## src/rtl/controle_servo_pkg.sv

```systemverilog
// Shared definitions for the servo sweep sequencer: FSM state encoding,
// position limits and a helper used to size the cycle counters.
package controle_servo_pkg;

  typedef enum logic [2:0] {
    OCIOSO   = 3'd0,
    AGUARDA  = 3'd1,
    PULSO    = 3'd2,
    CONFIRMA = 3'd3,
    MANUAL   = 3'd4
  } estado_t;

  localparam logic [1:0] POS_MIN = 2'd0;
  localparam logic [1:0] POS_MAX = 2'd3;

  // Largest of three timing parameters; all counters share one width.
  function automatic int max3(input int a, input int b, input int c);
    int m;
    m = (a > b) ? a : b;
    return (m > c) ? m : c;
  endfunction

endpackage

```

## src/rtl/controle_servo_varredura_contador_ciclos.sv

```systemverilog
// Saturating cycle counter. 'zera' clears, 'conta' advances, 'fim' is high
// while the count sits at LIMITE-1, so a state that counts from a cleared
// counter and leaves on 'fim' lasts exactly LIMITE cycles. Never wraps.
module contador_ciclos
  import controle_servo_pkg::*;
#(
  parameter int W      = 8,
  parameter int LIMITE = 10
) (
  input  logic clock,
  input  logic reset,
  input  logic zera,
  input  logic conta,
  output logic fim
);

  logic [W-1:0] cnt_q, cnt_d;

  assign fim = (cnt_q == W'(LIMITE - 1));

  // Next count: clear has priority, then hold at terminal count.
  always_comb begin
    cnt_d = cnt_q;
    if (zera)
      cnt_d = '0;
    else if (conta && !fim)
      cnt_d = cnt_q + W'(1);
  end

  // Count register.
  always_ff @(posedge clock) begin
    if (reset) cnt_q <= '0;
    else       cnt_q <= cnt_d;
  end

endmodule

```

## src/rtl/controle_servo_varredura.sv

```systemverilog
// Servo sweep sequencer: emits direita/esquerda step pulses to circuito_pwm,
// either as an automatic 0->3->0 sweep or as single manual steps, and uses
// the fed-back 'pos' to confirm each step and to reverse at the ends.
// Optional build macro: CONTROLE_SERVO_TIMEOUT_EN adds a confirmation
// timeout that raises the sticky 'erro' flag and requires a 0->1 toggle of
// 'ligar' before the sweep may restart.
module controle_servo_varredura
  import controle_servo_pkg::*;
#(
  parameter int DWELL_CYCLES   = 50000000,
  parameter int PULSE_CYCLES   = 20,
  parameter int TIMEOUT_CYCLES = 1000
) (
  input  logic       clock,
  input  logic       reset,
  input  logic       ligar,
  input  logic       manual_dir,
  input  logic       manual_esq,
  input  logic [1:0] pos,
  output logic       direita,
  output logic       esquerda,
  output logic       fim_ciclo,
  output logic       erro,
  output logic [2:0] db_estado
);

  localparam int CW = $clog2(max3(DWELL_CYCLES, PULSE_CYCLES, TIMEOUT_CYCLES)) + 1;

  estado_t    estado_q, estado_d;
  logic       sentido_q, sentido_d;
  logic [1:0] pos_ant_q, pos_ant_d;
  logic       atingiu_max_q, atingiu_max_d;
  logic       direita_q, direita_d;
  logic       esquerda_q, esquerda_d;
  logic       fim_ciclo_q, fim_ciclo_d;
  logic       erro_q, erro_d;
  logic       dir_ant_q, esq_ant_q;
  logic       sobe_dir, sobe_esq;
  logic       fim_dwell, fim_pulso;
  logic       partida;

  assign sobe_dir = manual_dir & ~dir_ant_q;
  assign sobe_esq = manual_esq & ~esq_ant_q;

  contador_ciclos #(.W(CW), .LIMITE(DWELL_CYCLES)) u_dwell (
    .clock (clock),
    .reset (reset),
    .zera  (estado_q != AGUARDA),
    .conta (estado_q == AGUARDA),
    .fim   (fim_dwell)
  );

  contador_ciclos #(.W(CW), .LIMITE(PULSE_CYCLES)) u_pulso (
    .clock (clock),
    .reset (reset),
    .zera  (estado_q != PULSO),
    .conta (estado_q == PULSO),
    .fim   (fim_pulso)
  );

`ifdef CONTROLE_SERVO_TIMEOUT_EN
  logic armado_q, armado_d;
  logic fim_timeout;

  contador_ciclos #(.W(CW), .LIMITE(TIMEOUT_CYCLES)) u_timeout (
    .clock (clock),
    .reset (reset),
    .zera  (estado_q != CONFIRMA),
    .conta (estado_q == CONFIRMA),
    .fim   (fim_timeout)
  );

  // After a timeout the sweep stays parked until ligar has been seen low.
  assign partida = ligar & armado_q;
`else
  assign partida = ligar;
`endif

  // Next state, direction bookkeeping and registered-output precompute.
  always_comb begin
    estado_d      = estado_q;
    sentido_d     = sentido_q;
    pos_ant_d     = pos_ant_q;
    atingiu_max_d = atingiu_max_q;
    fim_ciclo_d   = 1'b0;
    erro_d        = erro_q;
`ifdef CONTROLE_SERVO_TIMEOUT_EN
    armado_d      = armado_q | ~ligar;
`endif

    case (estado_q)
      OCIOSO: begin
        if (partida) begin
          estado_d = AGUARDA;
        end else if (!ligar && (sobe_dir ^ sobe_esq)) begin
          // Simultaneous rising edges are treated as no request.
          sentido_d = sobe_dir;
          estado_d  = MANUAL;
        end
      end

      AGUARDA: begin
        if (!ligar) begin
          estado_d = OCIOSO;
        end else if (fim_dwell) begin
          if (pos == POS_MAX)      sentido_d = 1'b0;
          else if (pos == POS_MIN) sentido_d = 1'b1;
          estado_d = PULSO;
        end
      end

      MANUAL: begin
        // A step past either end stop is dropped without a pulse.
        if ((sentido_q && pos == POS_MAX) || (!sentido_q && pos == POS_MIN))
          estado_d = OCIOSO;
        else
          estado_d = PULSO;
      end

      PULSO: begin
        if (fim_pulso) estado_d = CONFIRMA;
      end

      CONFIRMA: begin
        if (pos != pos_ant_q) begin
          if (pos == POS_MAX) atingiu_max_d = 1'b1;
          if (pos == POS_MIN && atingiu_max_q) begin
            fim_ciclo_d   = 1'b1;
            atingiu_max_d = 1'b0;
          end
          estado_d = ligar ? AGUARDA : OCIOSO;
        end
`ifdef CONTROLE_SERVO_TIMEOUT_EN
        else if (fim_timeout) begin
          erro_d   = 1'b1;
          armado_d = 1'b0;
          estado_d = OCIOSO;
        end
`endif
      end

      default: estado_d = OCIOSO;
    endcase

    // Snapshot the position on entry to PULSO so a plant that moves during
    // the pulse is still confirmed against the pre-step value.
    if (estado_d == PULSO && estado_q != PULSO)
      pos_ant_d = pos;

    // Outputs are registered and follow the state being entered, so the
    // pulse is high exactly for the cycles spent in PULSO.
    direita_d  = (estado_d == PULSO) &  sentido_d;
    esquerda_d = (estado_d == PULSO) & ~sentido_d;
  end

  // State and output registers.
  always_ff @(posedge clock) begin
    if (reset) begin
      estado_q      <= OCIOSO;
      sentido_q     <= 1'b1;
      pos_ant_q     <= POS_MIN;
      atingiu_max_q <= 1'b0;
      direita_q     <= 1'b0;
      esquerda_q    <= 1'b0;
      fim_ciclo_q   <= 1'b0;
      erro_q        <= 1'b0;
      dir_ant_q     <= 1'b0;
      esq_ant_q     <= 1'b0;
    end else begin
      estado_q      <= estado_d;
      sentido_q     <= sentido_d;
      pos_ant_q     <= pos_ant_d;
      atingiu_max_q <= atingiu_max_d;
      direita_q     <= direita_d;
      esquerda_q    <= esquerda_d;
      fim_ciclo_q   <= fim_ciclo_d;
      erro_q        <= erro_d;
      dir_ant_q     <= manual_dir;
      esq_ant_q     <= manual_esq;
    end
  end

`ifdef CONTROLE_SERVO_TIMEOUT_EN
  // Sweep re-arm flag.
  always_ff @(posedge clock) begin
    if (reset) armado_q <= 1'b1;
    else       armado_q <= armado_d;
  end
`endif

  assign direita   = direita_q;
  assign esquerda  = esquerda_q;
  assign fim_ciclo = fim_ciclo_q;
  assign erro      = erro_q;
  assign db_estado = estado_q;

endmodule

```

## config.mk

```make
export PLATFORM = sky130hd
export DESIGN_NAME = controle_servo_varredura
export DESIGN_NICKNAME = d
export VERILOG_FILES = /design/src/rtl/controle_servo_pkg.sv /design/src/rtl/controle_servo_varredura_contador_ciclos.sv /design/src/rtl/controle_servo_varredura.sv
export SDC_FILE = /design/constraint.sdc
export NUM_CORES = 1
export LEC_CHECK = 0
export CAP_MARGIN = 30
export CORE_UTILIZATION = 28
export DETAILED_ROUTE_END_ITERATION = 6
export GPL_ROUTABILITY_DRIVEN = 0
export HOLD_SLACK_MARGIN = 0.08
export MAX_ROUTING_LAYER = met4
export PLACE_DENSITY = 0.43
export SLEW_MARGIN = 20
export SYNTH_ARGS = -nofsm -noshare
export SYNTH_HDL_FRONTEND = slang
export SYNTH_SLANG_ARGS = --single-unit
```

## constraint.sdc

```tcl
create_clock -name clock -period 4.5 [get_ports clock]
set_input_delay 0.675 -clock clock [delete_from_list [all_inputs] [get_ports clock]]
set_output_delay 0.675 -clock clock [all_outputs]
set_load 0.05 [all_outputs]
```

Yosys cells after proc, flatten, opt, wreduce, memory -nomap -nowiden
Cells that the tools add are included.

Bits in registers: 66. Bits of input ports: 7. Word-level logic and storage cells: 72.

Add/sub/neg operators: 2. Equality and inequality tests: 11. Multiplexer cells: 19. Bitwise operators: 10. Reduce and logical (&&, ||, !) cells: 19.

Operators with widths (count): adder 27 x 1 -> 27 bit, second input constant (2); equality test 27 x 26 -> 1 bit, second input constant (1); equality test 27 x 5 -> 1 bit, second input constant (1); two-way mux 3 bit (6); one-hot mux 3 bit (5 select lines) (1); two-way mux 1 bit (10); equality test 3 x 2 -> 1 bit, second input constant (3); logical AND 1 bit (7); inverter 1 bit (5); AND 1 bit (4); logical NOT 1 bit (4); OR reduction 2 bit (2); equality test 3 x 1 -> 1 bit, second input constant (1); equality test 3 bit, second input constant (1); logical NOT 3 bit (1); != test 3 x 1 -> 1 bit, second input constant (1); != test 3 x 2 -> 1 bit, second input constant (1); AND reduction 3 bit (1); OR reduction 3 bit (1); equality test 2 bit, second input constant (1); logical NOT 2 bit (1); two-way mux 2 bit (1); != test 2 bit (1); one-hot mux 1 bit (2 select lines) (1); other kinds (3) (3).

Depth between registers and ports, before layout
Gate-level depths: netlist of the first run.

Depth after elaboration: 9. Depth in mapped cells: 8.

By module
From an unflattened synthesis of the first run, not the netlist that was laid out.

Cell total of the unflattened synthesis: 410. Area total of the unflattened synthesis: 3470.8 um2.

By module, submodules not included: contador_ciclos at u_dwell (instances 1, cells each 171, area an instance 1391.3 um2); contador_ciclos at u_pulso (instances 1, cells each 155, area an instance 1366.3 um2); controle_servo_varredura (instances 1, cells each 84, area an instance 713.2 um2).

Worst setup path before layout of the first run
Ideal clock, no wire load.

Path type: reg-to-reg. From: register estado_q[1] (netlist: db_estado[1]). To: register u_pulso.cnt_q[19]. Setup time: 126 ps. Arrival time: 2146 ps. Data required time: 4374 ps. Path slack: 2229 ps. Stages on the path, launching flop included: 8. Buffers on the path: 1. Clock period less this slack: 2271 ps. Path through: dfxtp_1 > buf_2 > nor3b_2 > nand4_1 > nor3_1 > and4_1 > xnor2_1 > nor2_1.

Cells in the longest elaborated chain, start to end: 2.

Ends and longest elaborated chain: start, declared (RTL line controle_servo_varredura.sv:29) `estado_t estado_q, estado_d;`; start signal, assigned (RTL line controle_servo_varredura.sv:170) `estado_q <= estado_d;`; != test 3 x 2 -> 1 bit / equality test 3 x 2 -> 1 bit (equally long branches) (RTL line controle_servo_varredura.sv:56, controle_servo_varredura.sv:57); OR reduction 2 bit (no source line) / logical AND 1 bit (equally long branches); end signal, assigned (RTL line controle_servo_varredura_contador_ciclos.sv:33) `else cnt_q <= cnt_d;`; end, declared (RTL line controle_servo_varredura_contador_ciclos.sv:17) `logic [W-1:0] cnt_q, cnt_d;`.

Parallel ways exist; a longest one is shown, timed or not. A chain may end at the register's enable or synchronous reset.

Worst setup path in the final report of the first run
From: input pos[1]. To: register pos_ant_q[1].

Cells in the longest elaborated chain, start to end: 7.

Ends and longest elaborated chain: start, declared (RTL line controle_servo_varredura.sv:19) `input logic [1:0] pos,`; equality test 2 bit / logical NOT 2 bit (equally long branches) (RTL line controle_servo_varredura.sv:114) `if ((sentido_q && pos == POS_MAX) || (!sentido_q && pos == POS_MIN))`; logical AND 1 bit (RTL line controle_servo_varredura.sv:114); logical OR 1 bit (RTL line controle_servo_varredura.sv:114); two-way mux 2 bit (RTL line controle_servo_varredura.sv:114); one-hot mux 3 bit (5 select lines) (RTL line controle_servo_varredura.sv:91) `case (estado_q)`; equality test 3 x 2 -> 1 bit (RTL line controle_servo_varredura.sv:147) `if (estado_d == PULSO && estado_q != PULSO)`; logical AND 1 bit (RTL line controle_servo_varredura.sv:147); end signal, assigned (RTL line controle_servo_varredura.sv:172) `pos_ant_q <= pos_ant_d;`; end, declared (RTL line controle_servo_varredura.sv:31) `logic [1:0] pos_ant_q, pos_ant_d;`.

Parallel ways exist; a longest one is shown, timed or not.

==> results by group, run 1 <==
GRT
  – Grt total ovfl: 0
  – Vias in the first global route: 2400
  – Global-route wire length before repair: 11600 um
  – Initial antenna violation count: 0
  – GRT Resource Usage Total: 0.131
  – Largest net degree at the start of global routing: 17

Clock network
  – Clk slew on worst S/H paths: 0.07 ns
  – Htree depth: 3
  – Post-CTS Setup Repair Bufs: 0
  – TritonCTS clock tree: done
  – Cts hold-fix bufs: 0
  – Clock Latency Late Sink: 0.35 ns
  – Post-CTS sizing: 0
  – Clock Path Buffers: 2
  – Clock root buffer master: clkbuf_8
  – TritonCTS Sinks: 66
  – TritonCTS Buffers: 9

Floorplan
  – Die height: 108 um
  – Chip width: ~110 um
  – Row count: 38
  – Top Ports: 14
  – Die area: 11700 um^2
  – Starting Density: 0.290
  – Core area: around 11000 um^2

Final layout
  – Final core utilization: 0.334
  – Number of nets at the end of the flow: 390
  – Share of layout cells above drive strength 1: 0.0751
  – Commonest non-fill, non-tap cell in the layout: dfxtp_1
  – Cell Count, Final, Fillers Out: 526
  – Area grow syn2layout: 15.2%
  – Commonest non-fill, non-tap cells in the layout: dfxtp_1, nor2_1, xnor2_1, nand2_1, xor2_1
  – Ant. Diodes: 0

Power and ir drop
  – Pleak: 1.14 nW
  – Pwr dens: 358 nW/um^2
  – Maximum vdd drop: 0.000175 V

Timing
  – Final hold vios: 0
  – Final Cycle Share: 0.570
  – Min cycle time layout: roughly 2.6 ns
  – Clock skew: about 0.0098 ns
  – Final Max Slew Viols: 0
  – Unrepaired setup endpoints after global routing: false
  – Worst Tran Pin Value: between 0.7 and 0.8 ns
  – Post-Route Setup TNS: 0 ns
  – Final setup viols: 0
  – Slew HR: 0.513
  – FMAX: ~0.39 GHz

Yosys
  – YS warnings: 0
  – Cells after synthesis: 370
  – Syn_nets: 379
  – Mapped Area: 3150 um^2
  – Seq/Total Area, Yosys: 0.419
  – Top_reg_cell synth: dfxtp_1
  – Unique masters post-synth: 44
  – Mean Syn Cell Area: 8.53 um^2
  – FF+latch count, synth: 66
  – Number of synthesized flops with an enable pin: 0
  – Asr flop ratio synth: 0

Worst hold path
  – Worst hold-check path type: reg -> reg

Route
  – M1 wire length: 3420 um
  – WL met2: 2950 um
  – Mean routed wirelength per cell: 12.7 um
  – Final antenna-violating net count: 0
  – Drt total wl: about 6700 um
  – Top sig layer: met4
  – Starting DRT DRC Count: 99
  – Wire length on met3: 216 um
  – Vias: 2487
  – DR pass1 iterations: 4
  – Residual DRC: 0
  – Vias per cell: 4.73

Place
  – Placed cell count: 510
  – Hpwl dp: 4580 um
  – Port Buf Inserts: 12

Outcome
  – Outcome: complete, no violations

Critical path
  – CP Data Arrival Time: 2.81 ns
  – Critical path launch point type: input port
  – CP Capture Type: flip-flop
  – Setup slack, reg-to-reg: approximately 2 ns
  – Critical Path RT: 4.74 ns
  – CP Max Fanout: 7
  – Crit path kind: in -> reg

Job
  – Max_cap viols: 0
## final cells by class
type | instances | area (um^2)
tap | 140 | 175
multi-input combinational | 280 | 1730
clock buffer | 9 | 124
timing repair buffer | 14 | 146
fill | 1112 | 7260
sequential | 66 | 1320
inverter | 10 | 37.5
clock inverter | 7 | 93.8
## flip-flops by register name, summed over array words and instances, names as in the netlist
| signal | count |
|---|---|
| atingiu_max_q | 1 |
| db_estado | 3 |
| dir_ant_q | 1 |
| direita | 1 |
| esq_ant_q | 1 |
| esquerda | 1 |
| fim_ciclo | 1 |
| pos_ant_q | 2 |
| sentido_q | 1 |
| u_dwell.cnt_q | 27 |
| u_pulso.cnt_q | 27 |
## per-layer routing
metal,global-route usage,vias to the layer above
li1,-,1303
met1,0.166,1157
met2,0.195,20
met3,0.0506,7
met4,0.0323,0
met5,-,-
## stage by stage
stage	hold slack (ns)	setup WS (ns)	total power, mW	instance area, um^2
finish	0.494	1.93	1.30	3630
global route	0.515	1.76	1.37	3630
CTS	0.500	1.96	1.33	3630
detailed placement	0.486	1.57	0.762	3410
global placement	0.482	1.59	0.760	3390
floorplan	0.459	2.23	0.722	3150
## report_power, final
| part | internal, mW | switching, mW |
|---|---|---|
| logic | 0.0502 | 0.0842 |
| clock network | 0.311 | 0.242 |
| registers | 0.596 | 0.0170 |
## cell families (layout without fill, tap and decap cells)
group | count (synthesis) | after routing | synth area share
flip-flops | 66 | 66 | 0.419
AO/OA/AOI/OAI | 32 | 32 | 0.0627
multiplexers | 6 | 6 | 0.0194
other | 1 | 1 | 0.00119
AND/OR/NAND/NOR | 191 | 191 | 0.325
XOR/XNOR | 48 | 48 | 0.133
adder cells (fa/ha/maj) | 2 | 2 | 0.00793
buffers and inverters | 24 | 40 | 0.0313
## cells in the mapped netlist (2+ instances only)
library cell / instances / share of area
nor2b_1: 2 / 0.0040
xnor2_1: 28 / 0.078
dfxtp_1: 66 / 0.42
nor2_1: 63 / 0.075
buf_2: 4 / 0.0063
nand2_1: 25 / 0.030
nand3_1: 17 / 0.027
mux2i_1: 5 / 0.016
nand4_1: 10 / 0.020
or3_1: 8 / 0.016
ha_1: 2 / 0.0079
and3_1: 6 / 0.012
xor2_1: 20 / 0.056
nor4_1: 13 / 0.026
and2_1: 2 / 0.0040
nand2b_1: 10 / 0.020
a21o_1: 2 / 0.0048
inv_1: 10 / 0.012
o21ai_0: 11 / 0.017
clkbuf_1: 8 / 0.0095
nor3_1: 10 / 0.016
a21oi_1: 13 / 0.021
nor4b_1: 7 / 0.019
nor4_2: 2 / 0.0079
and4_1: 7 / 0.019
## worst max-delay path, cell delays in order
cell and delay [ns]:
clkdlybuf4s50_1 0.53, or2_1 0.31, o2111a_1 0.24, a2111oi_0 0.63, nor2_1 0.09, and3_4 0.22
mux2i_1 0.11
## worst paths after layout
kind,start,endpoint,cells past startpoint
worst max-delay path,pos[1],pos_ant_q[1]$_SDFFE_PP0P_,7
worst max register to register,db_estado[1]$_SDFF_PP0_,u_pulso.cnt_q[19]$_SDFFE_PP0P_,6
worst min-delay path,pos_ant_q[0]$_SDFFE_PP0P_,pos_ant_q[0]$_SDFFE_PP0P_,2
worst min register to register,pos_ant_q[0]$_SDFFE_PP0P_,pos_ant_q[0]$_SDFFE_PP0P_,2
(Power assumes the default switching activity.)
==> inputs of run 2 (changes only) <==
--- a/config.mk
+++ b/config.mk
@@ -11,7 +11,7 @@
 export GPL_ROUTABILITY_DRIVEN = 0
 export HOLD_SLACK_MARGIN = 0.08
 export MAX_ROUTING_LAYER = met4
-export PLACE_DENSITY = 0.43
+export PLACE_DENSITY = 0.45
 export SLEW_MARGIN = 20
 export SYNTH_ARGS = -nofsm -noshare
 export SYNTH_HDL_FRONTEND = slang
==> constraint.sdc (replaced) <==
create_clock -name clock -period 2.25 [get_ports clock]
set_input_delay 0.3375 -clock clock [delete_from_list [all_inputs] [get_ports clock]]
set_output_delay 0.3375 -clock clock [all_outputs]
set_load 0.05 [all_outputs]
==> run 2 against run 1 <==
  * First-iteration DRC count up 17%
  * Combinational power grew to 2.5 times the previous value
  * Sequential power rose by 97%
  * Hold slack got worse by 0.00086 ns
  * Highest routed layer unchanged
  * Total power grew 110%
  * Clock power is 100% higher
  * Core utilization increased by 1.3 points
  * Sequential cell count did not move
  * Routed wire length shrank 0.17%
  * Register-to-register slack lost 1.8 ns
==> results by group, run 2 (synthesis gave the netlist of run 1 again) <==
Critical path
  – Crit path kind: reg -> out
  – Reg2Reg Depth: 6
  – Crit Reg-Reg Startpoint: u_dwell.cnt_q[11]$_SDFFE_PP0P_
  – Setup slack, reg-to-reg: ~0.19 ns
  – CP Capture Type: output port
  – Critical path launch point type: flip-flop
  – CP Data Arrival Time: 1.73 ns
  – Critical Path RT: 1.91 ns
  – CP Max Fanout: 6
  – Worst R2R End: esquerda$_SDFF_PP0_

Route
  – Final antenna-violating net count: 0
  – Vias: roughly 2500
  – DR pass1 iterations: 4
  – Mean routed wirelength per cell: 12.3 um
  – Drt total wl: 6650 um
  – Starting DRT DRC Count: 116
  – Residual DRC: 0
  – Vias per cell: 4.67

Floorplan
  – Die area: between 10000 and 15000 um^2
  – Starting Density: 0.290
  – Top Ports: 14
  – Die height: 108 um
  – Core area: 10900 um^2
  – Chip width: 108 um
  – Row count: 38

Power and ir drop
  – Clock share of power: 0.420
  – Reg power frac: 0.454
  – Comb power frac: 0.126
  – P_sw: around 650 uW
  – P_int: just over 2 mW
  – Sw Share: 0.245
  – Pwr dens: 708 nW/um^2
  – Pleak: roughly 1.2 nW
  – Maximum vdd drop: 0.000329 V

Final layout
  – Reg area: 1320 um^2
  – Layout fillers: 1101
  – Area of the multi-input gates: 1740 um^2
  – Number of nets at the end of the flow: 407
  – Ant. Diodes: 0
  – Commonest non-fill, non-tap cells in the layout: dfxtp_1, nor2_1, xnor2_1, nand2_1, xor2_1
  – Commonest non-fill, non-tap cell in the layout: dfxtp_1
  – Share of layout cells above drive strength 1: 0.112
  – Area grow syn2layout: 19.5%

Clock network
  – TritonCTS clock tree: done
  – Clock root buffer master: clkbuf_8
  – TritonCTS Buffers: 9
  – Clock Latency Late Sink: roughly 0.34 ns
  – Clk slew on worst S/H paths: 0.07 ns
  – Clock Path Buffers: 2
  – Htree depth: 3
  – TritonCTS Sinks: 66
  – Cts hold-fix bufs: 0

Timing
  – FMAX: ~0.48 GHz
  – Final Max Slew Viols: 0
  – Worst Tran Pin Value: about 0.54 ns
  – Final worst setup slack: 0.178 ns
  – Slew HR: 0.642
  – Final Cycle Share: 0.921
  – Final hold vios: 0
  – Clock skew: about 0.012 ns
  – Post-Route Setup TNS: 0 ns
  – Unrepaired setup endpoints after global routing: false
  – Final setup viols: 0
  – Min cycle time layout: 2.07 ns

Worst hold path
  – Worst hold-check path type: reg -> reg
  – Hold path cells: 1
  – Worst Hold Path EP: fim_ciclo$_SDFF_PP0_
  – Hold_sp: atingiu_max_q$_SDFFE_PP0P_

Place
  – Dpl ws: -0.0204 ns
  – Port Buf Inserts: 12
  – Hpwl dp: 4580 um

GRT
  – Global-route wire length before repair: 11400 um
  – GRT Resource Usage Total: 0.129
  – Grt total ovfl: 0
  – Largest net degree at the start of global routing: 28
  – Initial antenna violation count: 0
  – Vias in the first global route: 2381

Job
  – Max_cap viols: 0

Outcome
  – Outcome: complete, no violations
-- run 2: cell types whose count changed in the layout (fill, tap and decap cells not counted), sizes merged --
| cell | previous run | this run |
|---|---|---|
| buf | 2 | 19 |
| clkbuf | 9 | 13 |
| clkinv | 3 | 0 |
| clkinvlp | 2 | 0 |
-- run 2: layout make-up --
type                            instances  share of cell area
Clock inverter                          2              0.0159
Tap cell                              140              0.0465
Inverter                               10             0.00996
Sequential cell                        66               0.351
Multi-Input combinational cell        280               0.462
Clock buffer                           13              0.0422
Timing Repair Buffer                   31              0.0730
-- run 2: power by group through the flow --
stage	registers, mW	logic [mW]	clock network [mW]
6_report	1.21	0.336	1.12
2_1_floorplan	1.27	0.175	0
3_5_place_dp	1.24	0.332	0
5_1_grt	1.22	0.366	1.22
3_3_place_gp	1.24	0.334	0
4_1_cts	1.21	0.333	1.17
-- run 2: repair_timing --
item / in CTS / in global routing
setup buffers: 0 / 0
endpoints found under the setup margin: 0 / 2
gates resized for setup: 0 / 1
-- run 2: stage by stage --
stage	hold WS, ns	util	power, mW	instance area [um^2]	std cells
global route	0.525	0.346	2.80	3770	542
CTS	0.495	0.346	2.71	3760	542
finish	0.493	0.346	2.67	3770	542
floorplan	0.435	-	1.44	3160	370
global placement	0.481	0.326	1.57	3540	527
detailed placement	0.485	0.326	1.57	3540	527
-- run 2: how the worst max path moves through the flow --
stage | startpoint | endpoint | slack (ns) | cells after the start
finish | db_estado[2]$_SDFF_PP0_ | db_estado[2] | 0.18 | 2
global route | u_pulso.cnt_q[6]$_SDFFE_PP0P_ | u_pulso.cnt_q[19]$_SDFFE_PP0P_ | 0.05 | 6
CTS | u_dwell.cnt_q[11]$_SDFFE_PP0P_ | esquerda$_SDFF_PP0_ | 0.06 | 6
detailed placement | pos[0] | pos_ant_q[0]$_SDFFE_PP0P_ | -0.02 | 8
global placement | pos[0] | pos_ant_q[0]$_SDFFE_PP0P_ | -0.009 | 8
floorplan | db_estado[2]$_SDFF_PP0_ | u_pulso.cnt_q[19]$_SDFFE_PP0P_ | 0.14 | 7
-- run 2: worst max-delay path: stages (launching register included) --
cell             delay [ns]
dfxtp_1                0.41
buf_4                  0.18
clkdlybuf4s50_1        0.81
-- run 2: per-layer routing --
| layer | vias to the layer above | global-route usage | share of wire |
|---|---|---|---|
| li1 | 1333 | - | - |
| met1 | 1158 | 0.172 | 0.53 |
| met2 | 30 | 0.182 | 0.43 |
| met3 | 8 | 0.0410 | 0.032 |
| met4 | 0 | 0.0421 | 0.013 |
| met5 | - | - | 0 |
